$ cat src/rtl/layer_result_streamer.sv
// layer_result_streamer
// Transmit end of the classifier result path. Captures the NN4 parallel output-layer
// neuron values in one cycle, then streams them one per cycle (index 0 first) to the
// argmax receiver. After the last element it waits for the receiver's found_max response,
// latches the predicted class, and then waits for found_max to drop before going idle.
//
// Ports:
//   clk             - single clock, rising edge
//   reset           - synchronous, active-high reset
//   layer_data      - packed neuron outputs, neuron k at [k*INDATA_WIDTH +: INDATA_WIDTH]
//   layer_valid     - one-cycle capture strobe (ignored while busy)
//   stream_ready    - receiver accepts the presented element this cycle
//   found_max       - receiver argmax complete (level, held until receiver reset)
//   predicted_in    - receiver argmax index, valid while found_max=1
//   find_max        - high from the first streamed element until response or timeout
//   valid_input     - active-low element strobe
//   input_data      - streamed element value
//   stream_index    - index of the element on input_data
//   busy            - transaction in progress
//   done            - one-cycle pulse when predicted_class is updated
//   predicted_class - latched class result
//   timeout_err     - sticky timeout flag, cleared by reset or the next accepted capture
module layer_result_streamer #(
  parameter int unsigned INDATA_WIDTH   = 47,
  parameter int unsigned NN4            = 10,
  parameter int unsigned TIMEOUT_CYCLES = 64
) (
  input  logic                          clk,
  input  logic                          reset,
  input  logic [NN4*INDATA_WIDTH-1:0]   layer_data,
  input  logic                          layer_valid,
  input  logic                          stream_ready,
  input  logic                          found_max,
  input  logic [3:0]                    predicted_in,
  output logic                          find_max,
  output logic                          valid_input,
  output logic [INDATA_WIDTH-1:0]       input_data,
  output logic [3:0]                    stream_index,
  output logic                          busy,
  output logic                          done,
  output logic [3:0]                    predicted_class,
  output logic                          timeout_err
);

  localparam int unsigned IdxW  = (NN4 > 1) ? $clog2(NN4) : 1;
  localparam int unsigned WaitW = $clog2(TIMEOUT_CYCLES + 1);

  localparam logic [1:0] StIdle    = 2'd0;
  localparam logic [1:0] StStream  = 2'd1;
  localparam logic [1:0] StWait    = 2'd2;
  localparam logic [1:0] StRelease = 2'd3;

  localparam logic [3:0]       LastIdx  = 4'(NN4 - 1);
  localparam logic [WaitW-1:0] WaitLast = WaitW'(TIMEOUT_CYCLES - 1);

  logic [1:0]                            state_q, state_d;
  logic [NN4-1:0][INDATA_WIDTH-1:0]      bank_q, bank_d;
  logic [WaitW-1:0]                      wait_q, wait_d;
  logic                                  find_max_q, find_max_d;
  logic                                  valid_input_q, valid_input_d;
  logic [INDATA_WIDTH-1:0]               input_data_q, input_data_d;
  // stream_index doubles as the element counter.
  logic [3:0]                            index_q, index_d;
  logic                                  busy_q, busy_d;
  logic                                  done_q, done_d;
  logic [3:0]                            class_q, class_d;
  logic                                  timeout_q, timeout_d;

  always_comb begin
    state_d       = state_q;
    bank_d        = bank_q;
    wait_d        = wait_q;
    find_max_d    = find_max_q;
    valid_input_d = valid_input_q;
    input_data_d  = input_data_q;
    index_d       = index_q;
    busy_d        = busy_q;
    done_d        = 1'b0;
    class_d       = class_q;
    timeout_d     = timeout_q;

    case (state_q)
      StIdle: begin
        if (layer_valid) begin
          bank_d        = layer_data;
          timeout_d     = 1'b0;
          state_d       = StStream;
          busy_d        = 1'b1;
          find_max_d    = 1'b1;
          // Element 0 is presented in the first cycle after capture.
          input_data_d  = layer_data[INDATA_WIDTH-1:0];
          index_d       = 4'd0;
          valid_input_d = 1'b0;
        end
      end
      StStream: begin
        // found_max here is an early response and is deliberately ignored.
        if (stream_ready) begin
          if (index_q == LastIdx) begin
            valid_input_d = 1'b1;
            wait_d        = '0;
            state_d       = StWait;
          end else begin
            index_d      = index_q + 4'd1;
            input_data_d = bank_q[IdxW'(index_q + 4'd1)];
          end
        end
      end
      StWait: begin
        // A response in the final wait cycle beats the timeout.
        if (found_max) begin
          class_d    = predicted_in;
          done_d     = 1'b1;
          find_max_d = 1'b0;
          state_d    = StRelease;
        end else if (wait_q == WaitLast) begin
          timeout_d  = 1'b1;
          find_max_d = 1'b0;
          state_d    = StRelease;
        end else begin
          wait_d = wait_q + 1'b1;
        end
      end
      StRelease: begin
        // Receiver holds found_max until it sees find_max drop; wait for it to clear.
        if (!found_max) begin
          busy_d  = 1'b0;
          state_d = StIdle;
        end
      end
      default: state_d = StIdle;
    endcase
  end

  always_ff @(posedge clk) begin
    if (reset) begin
      state_q       <= StIdle;
      bank_q        <= '0;
      wait_q        <= '0;
      find_max_q    <= 1'b0;
      valid_input_q <= 1'b1;
      input_data_q  <= '0;
      index_q       <= 4'd0;
      busy_q        <= 1'b0;
      done_q        <= 1'b0;
      class_q       <= 4'd0;
      timeout_q     <= 1'b0;
    end else begin
      state_q       <= state_d;
      bank_q        <= bank_d;
      wait_q        <= wait_d;
      find_max_q    <= find_max_d;
      valid_input_q <= valid_input_d;
      input_data_q  <= input_data_d;
      index_q       <= index_d;
      busy_q        <= busy_d;
      done_q        <= done_d;
      class_q       <= class_d;
      timeout_q     <= timeout_d;
    end
  end

  assign find_max        = find_max_q;
  assign valid_input     = valid_input_q;
  assign input_data      = input_data_q;
  assign stream_index    = index_q;
  assign busy            = busy_q;
  assign done            = done_q;
  assign predicted_class = class_q;
  assign timeout_err     = timeout_q;

endmodule
$ cat config.mk
export PLATFORM = sky130hd
export DESIGN_NAME = layer_result_streamer
export DESIGN_NICKNAME = d
export VERILOG_FILES = /design/src/rtl/layer_result_streamer.sv
export SDC_FILE = /design/constraint.sdc
export NUM_CORES = 1
export LEC_CHECK = 0
export CAP_MARGIN = 20
export CORE_AREA = 2 2 244 246
export DETAILED_ROUTE_END_ITERATION = 12
export DIE_AREA = 0 0 246 248
export PLACE_DENSITY = 0.68
export RECOVER_POWER = 100
export SLEW_MARGIN = 10
export SYNTH_ARGS = -nofsm -noshare
export SYNTH_HDL_FRONTEND = slang
export SYNTH_SLANG_ARGS = --single-unit
$ cat constraint.sdc
create_clock -name clk -period 2.7 [get_ports clk]
set_input_delay 0.405 -clock clk [delete_from_list [all_inputs] [get_ports clk]]
set_output_delay 0.405 -clock clk [all_outputs]
set_load 0.02 [all_outputs]
==> impl_metrics.toml <==
[status]
status = "completed"

[timing]
slew_headroom_pct = 40.1
finalCritPeriodShare_pct = 92.2
clock-skew-final_ps = 22.5
finalHoldViolations = 0
setup_viol = 0
tns_ps = 0
max_freq_ghz = 0.402
fin_ws_ps = 211
rsz0062_at_grt = "false"
slew_viol_final = 0
worst_pin_slew_ps = 899
min_period_ps = 2490

[final_layout]
final_cells = 4028
nNetsFinal = 3682
final_util_pct = 53.8
syn2layout_area_growth_pct = 35.7
fillers = 5531
final_layout_size_suffix_gt1_share_pct = 10.7

[critical_path]
startpoint = "stream_index[2]"
r2r.worst_path.cells = 8
crit_buf_inv = 1
reg2reg_from = "stream_index[1]"
crit_type = "register to primary output"
cp-end-kind = "primary output"
cp_slowest_cell = "dlygate4sd3_1"
cp-start-kind = "register"
cp.depth = 1
crit_path_end = "stream_index[2]"
path_delay_family = "buffers and inverters"
max_stage_delay_ps = 850
reg2reg_to = "input_data[19]"
reg2reg_slack_ps = 210
worstPathRequired_ps = 2300
critPathMaxFanout = 12
crit_arrival_ps = 2080
crit_chain = "dlygate4sd3_1"

[placement]
dp.cells = 3908
gp_congestion = 0.941
port_buffers = 538
dpl.hpwl_mm = 65.6
place_ws_ps = 276

[global_routing]
grt.overflow.total = 0
grt_use_met3_pct = 5.73
use_met2_pct = 51.1
grt.busiest_layer = "met2"
grt_pass1_wl_mm = 130
grt_max_degree = 93
antenna_found_initial = 22
grtUsageMet1_pct = 31.2
track_usage_pct = 28.6
grt_pass1_vias = 21100

[synth]
synthCells = 2779
synth_seq_area_share_pct = 46.5
yosysWarnings = 0
synth_area_um2 = 23200
synth_xor_area_share_pct = 0.189
synth_area_per_cell_um2 = 8.35
synth_top_cells_by_area = "dfxtp_1 (47%), nand2_1 (16%), a21oi_1 (11%), mux4_2 (9.1%), mux2_2 (4.5%)"
synth_top_area_share_pct = 46.5
synth_flop_cell = "dfxtp_1"
synth_mux_area_share_pct = 13.8
synth_top_family_by_area = "simple AND/OR/NAND/NOR gates"
yosys.area.top_type = "dfxtp_1"
synth_compound_area_share_pct = 15.1
synth_cell_types = 56
synth_fa_ha_area_share_pct = 0.431
synthesis.nets = 3266
async_flop_share_pct = 0
synthSimpleGateAreaFrac_pct = 19.6
synth_edf_count = 0
synth-seq-cells = 539

[floorplanning]
coreArea_um2 = 58500
row_count = 89
io_pins = 539
die_area_um2 = 61000
die_x_um = 246
initial_core_util_pct = 39.7
chipHeight_um = 248

[power_and_ir_drop]
combPwrFrac_pct = 37.3
power_mw = 30.2
p_int_mw = 19.2
seq_power_share_pct = 35.4
p_leak_nw = 11.5
clockPowerShare_pct = 27.2
peakVddDrop_mv = 0.738
swShare_pct = 36.6
power.switching_mw = 11.1
power_per_cell_area_nw_per_um2 = 960

[cts]
clk_latency_ps = 620
tritoncts = "yes"
cts_made_buffers = 57
max-clock-path-buffers = 3
cts_sinks = 539
cts_root_buf = "clkbuf_16"
hold_buffers = 0
htreeDepth = 2
path_clk_slew_ps = 60

[routing]
route.detailed.drc = 0
vias = 21700
drt_iter0_drc = 1686
drt-wirelength-per-cell_um = 22.3
ant_nets = 0
viasPerCell = 5.40
wl_mm = 89.8
first_pass_iters = 6

[hold_path]
hp-class = "input port to register"

[flow_run]
maxCapViolCount = 0
cell usage in the layout (no fill, tap or decap), types with 3 or more instances in the layout:
| master | synthesis | routed |
|---|---|---|
| nor3b_1 | 43 | 43 |
| nand3_1 | 5 | 5 |
| nor2_1 | 59 | 59 |
| dfxtp_1 | 539 | 538 |
| mux2i_1 | 4 | 4 |
| diode_2 | 0 | 16 |
| buf_12 | 0 | 32 |
| buf_4 | 2 | 22 |
| dlygate4sd3_1 | 0 | 59 |
| bufinv_16 | 0 | 8 |
| o21ai_0 | 5 | 5 |
| clkinv_2 | 0 | 14 |
| o211ai_1 | 44 | 44 |
| ha_1 | 8 | 7 |
| and2_1 | 4 | 3 |
| mux4_2 | 94 | 94 |
| nand2_1 | 1000 | 999 |
| or3_1 | 3 | 3 |
| clkbuf_1 | 196 | 14 |
| mux2_2 | 92 | 92 |
| nand3b_1 | 6 | 6 |
| clkbuf_16 | 0 | 57 |
| clkdlybuf4s50_1 | 0 | 477 |
| inv_1 | 7 | 7 |
| a21oi_1 | 528 | 528 |
| o21bai_1 | 3 | 3 |
| a31oi_1 | 44 | 44 |
| nor3_1 | 3 | 4 |
| o22ai_1 | 4 | 4 |
| a211oi_1 | 6 | 6 |
| clkbuf_8 | 0 | 10 |
cells by family after synthesis:
| logic type | count (synthesis) |
|---|---|
| adders and majority gates | 8 |
| muxes | 190 |
| and+or+nand+nor | 1138 |
| DFF | 539 |
| AOI/OAI and AO/OA | 649 |
| buffers and inverters | 250 |
| xor gates and xnor gates | 5 |
layout make-up:
class | instances | area (um2) | share of cell area (%)
clock inverter | 26 | 344 | 1.09
timing repair buffer | 599 | 6280 | 19.9
clock buffer | 77 | 1600 | 5.09
tap | 773 | 967 | 3.07
inverter | 8 | 30.0 | 0.0954
antenna | 16 | 40.0 | 0.127
sequential | 539 | 10800 | 34.3
multi-input combinational | 1990 | 11400 | 36.3
metrics by stage:
step | hold slack [ps] | cell area, um2
floorplan | 433 | 23200
global placement | 439 | 29500
detailed placement | 444 | 29500
CTS | 242 | 31500
global route | 288 | 31500
finish | 242 | 31500
worst reg2reg max path: stages, from the launching register on:
cell	delay, ps
dfxtp_1	420
inv_1	100
ha_4	350
buf_12	230
mux4_2	410
mux2_2	290
a31oi_1	280
o211ai_1	130
nor3b_1	160
metal layers:
metal	wire (um)	vias up	part of all wire (%)
li1	-	10300	-
met1	31800	10400	35
met2	45700	820	51
met3	6660	218	7.4
met4	5530	10	6.2
met5	70	-	0.078
state kept, by name, indices dropped and copies added, names as in the netlist:
name,count
bank_q,470
input_data,47
wait_q,7
predicted_class,4
stream_index,4
state_q,2
busy,1
done,1
find_max,1
timeout_err,1
valid_input,1
worst min-delay path by stage:
stage / start / endpoint / slack [ps] / cells after the start
final: reset / bank_q[210] / 240 / 2
after global routing: reset / bank_q[353] / 290 / 2
after CTS: reset / stream_index[3] / 240 / 2
after detailed placement: bank_q[37] / bank_q[37] / 440 / 2
after global placement: bank_q[416] / bank_q[416] / 440 / 2
after floorplan: bank_q[376] / bank_q[376] / 430 / 2
power groups by stage:
stage	Sequential [mW]	Clock [mW]	Combinational, mW
2_1_floorplan	10.9	0	6.51
3_3_place_gp	10.9	0	11.3
3_5_place_dp	10.9	0	11.4
4_1_cts	10.7	8.34	11.5
5_1_grt	10.9	8.66	12.2
6_report	10.7	8.23	11.3
what timing repair did:
| item | 4_1_cts | 5_1_grt |
|---|---|---|
| resized for setup | 2 | 0 |
| hold endpoints to repair | 0 | 0 |
| setup endpoints to repair | 1 | 0 |
| setup buffers | 0 | 0 |
cells in the mapped netlist, types with 2 or more instances:
cell type,number
a211oi_1,6
a21oi_1,528
a22oi_1,2
a31oi_1,44
and2_1,4
and3_1,2
buf_1,12
buf_2,23
buf_4,2
buf_6,8
clkbuf_1,196
dfxtp_1,539
ha_1,8
inv_1,7
mux2_2,92
mux2i_1,4
mux4_2,94
nand2_1,1000
nand2b_1,2
nand3_1,5
nand3b_1,6
nor2_1,59
nor3_1,3
nor3b_1,43
o2111ai_1,2
o211ai_1,44
o21ai_0,5
o21bai_1,3
o22ai_1,4
or3_1,3
xnor2_1,2
xor2_1,3
(Power assumes the default switching activity.)
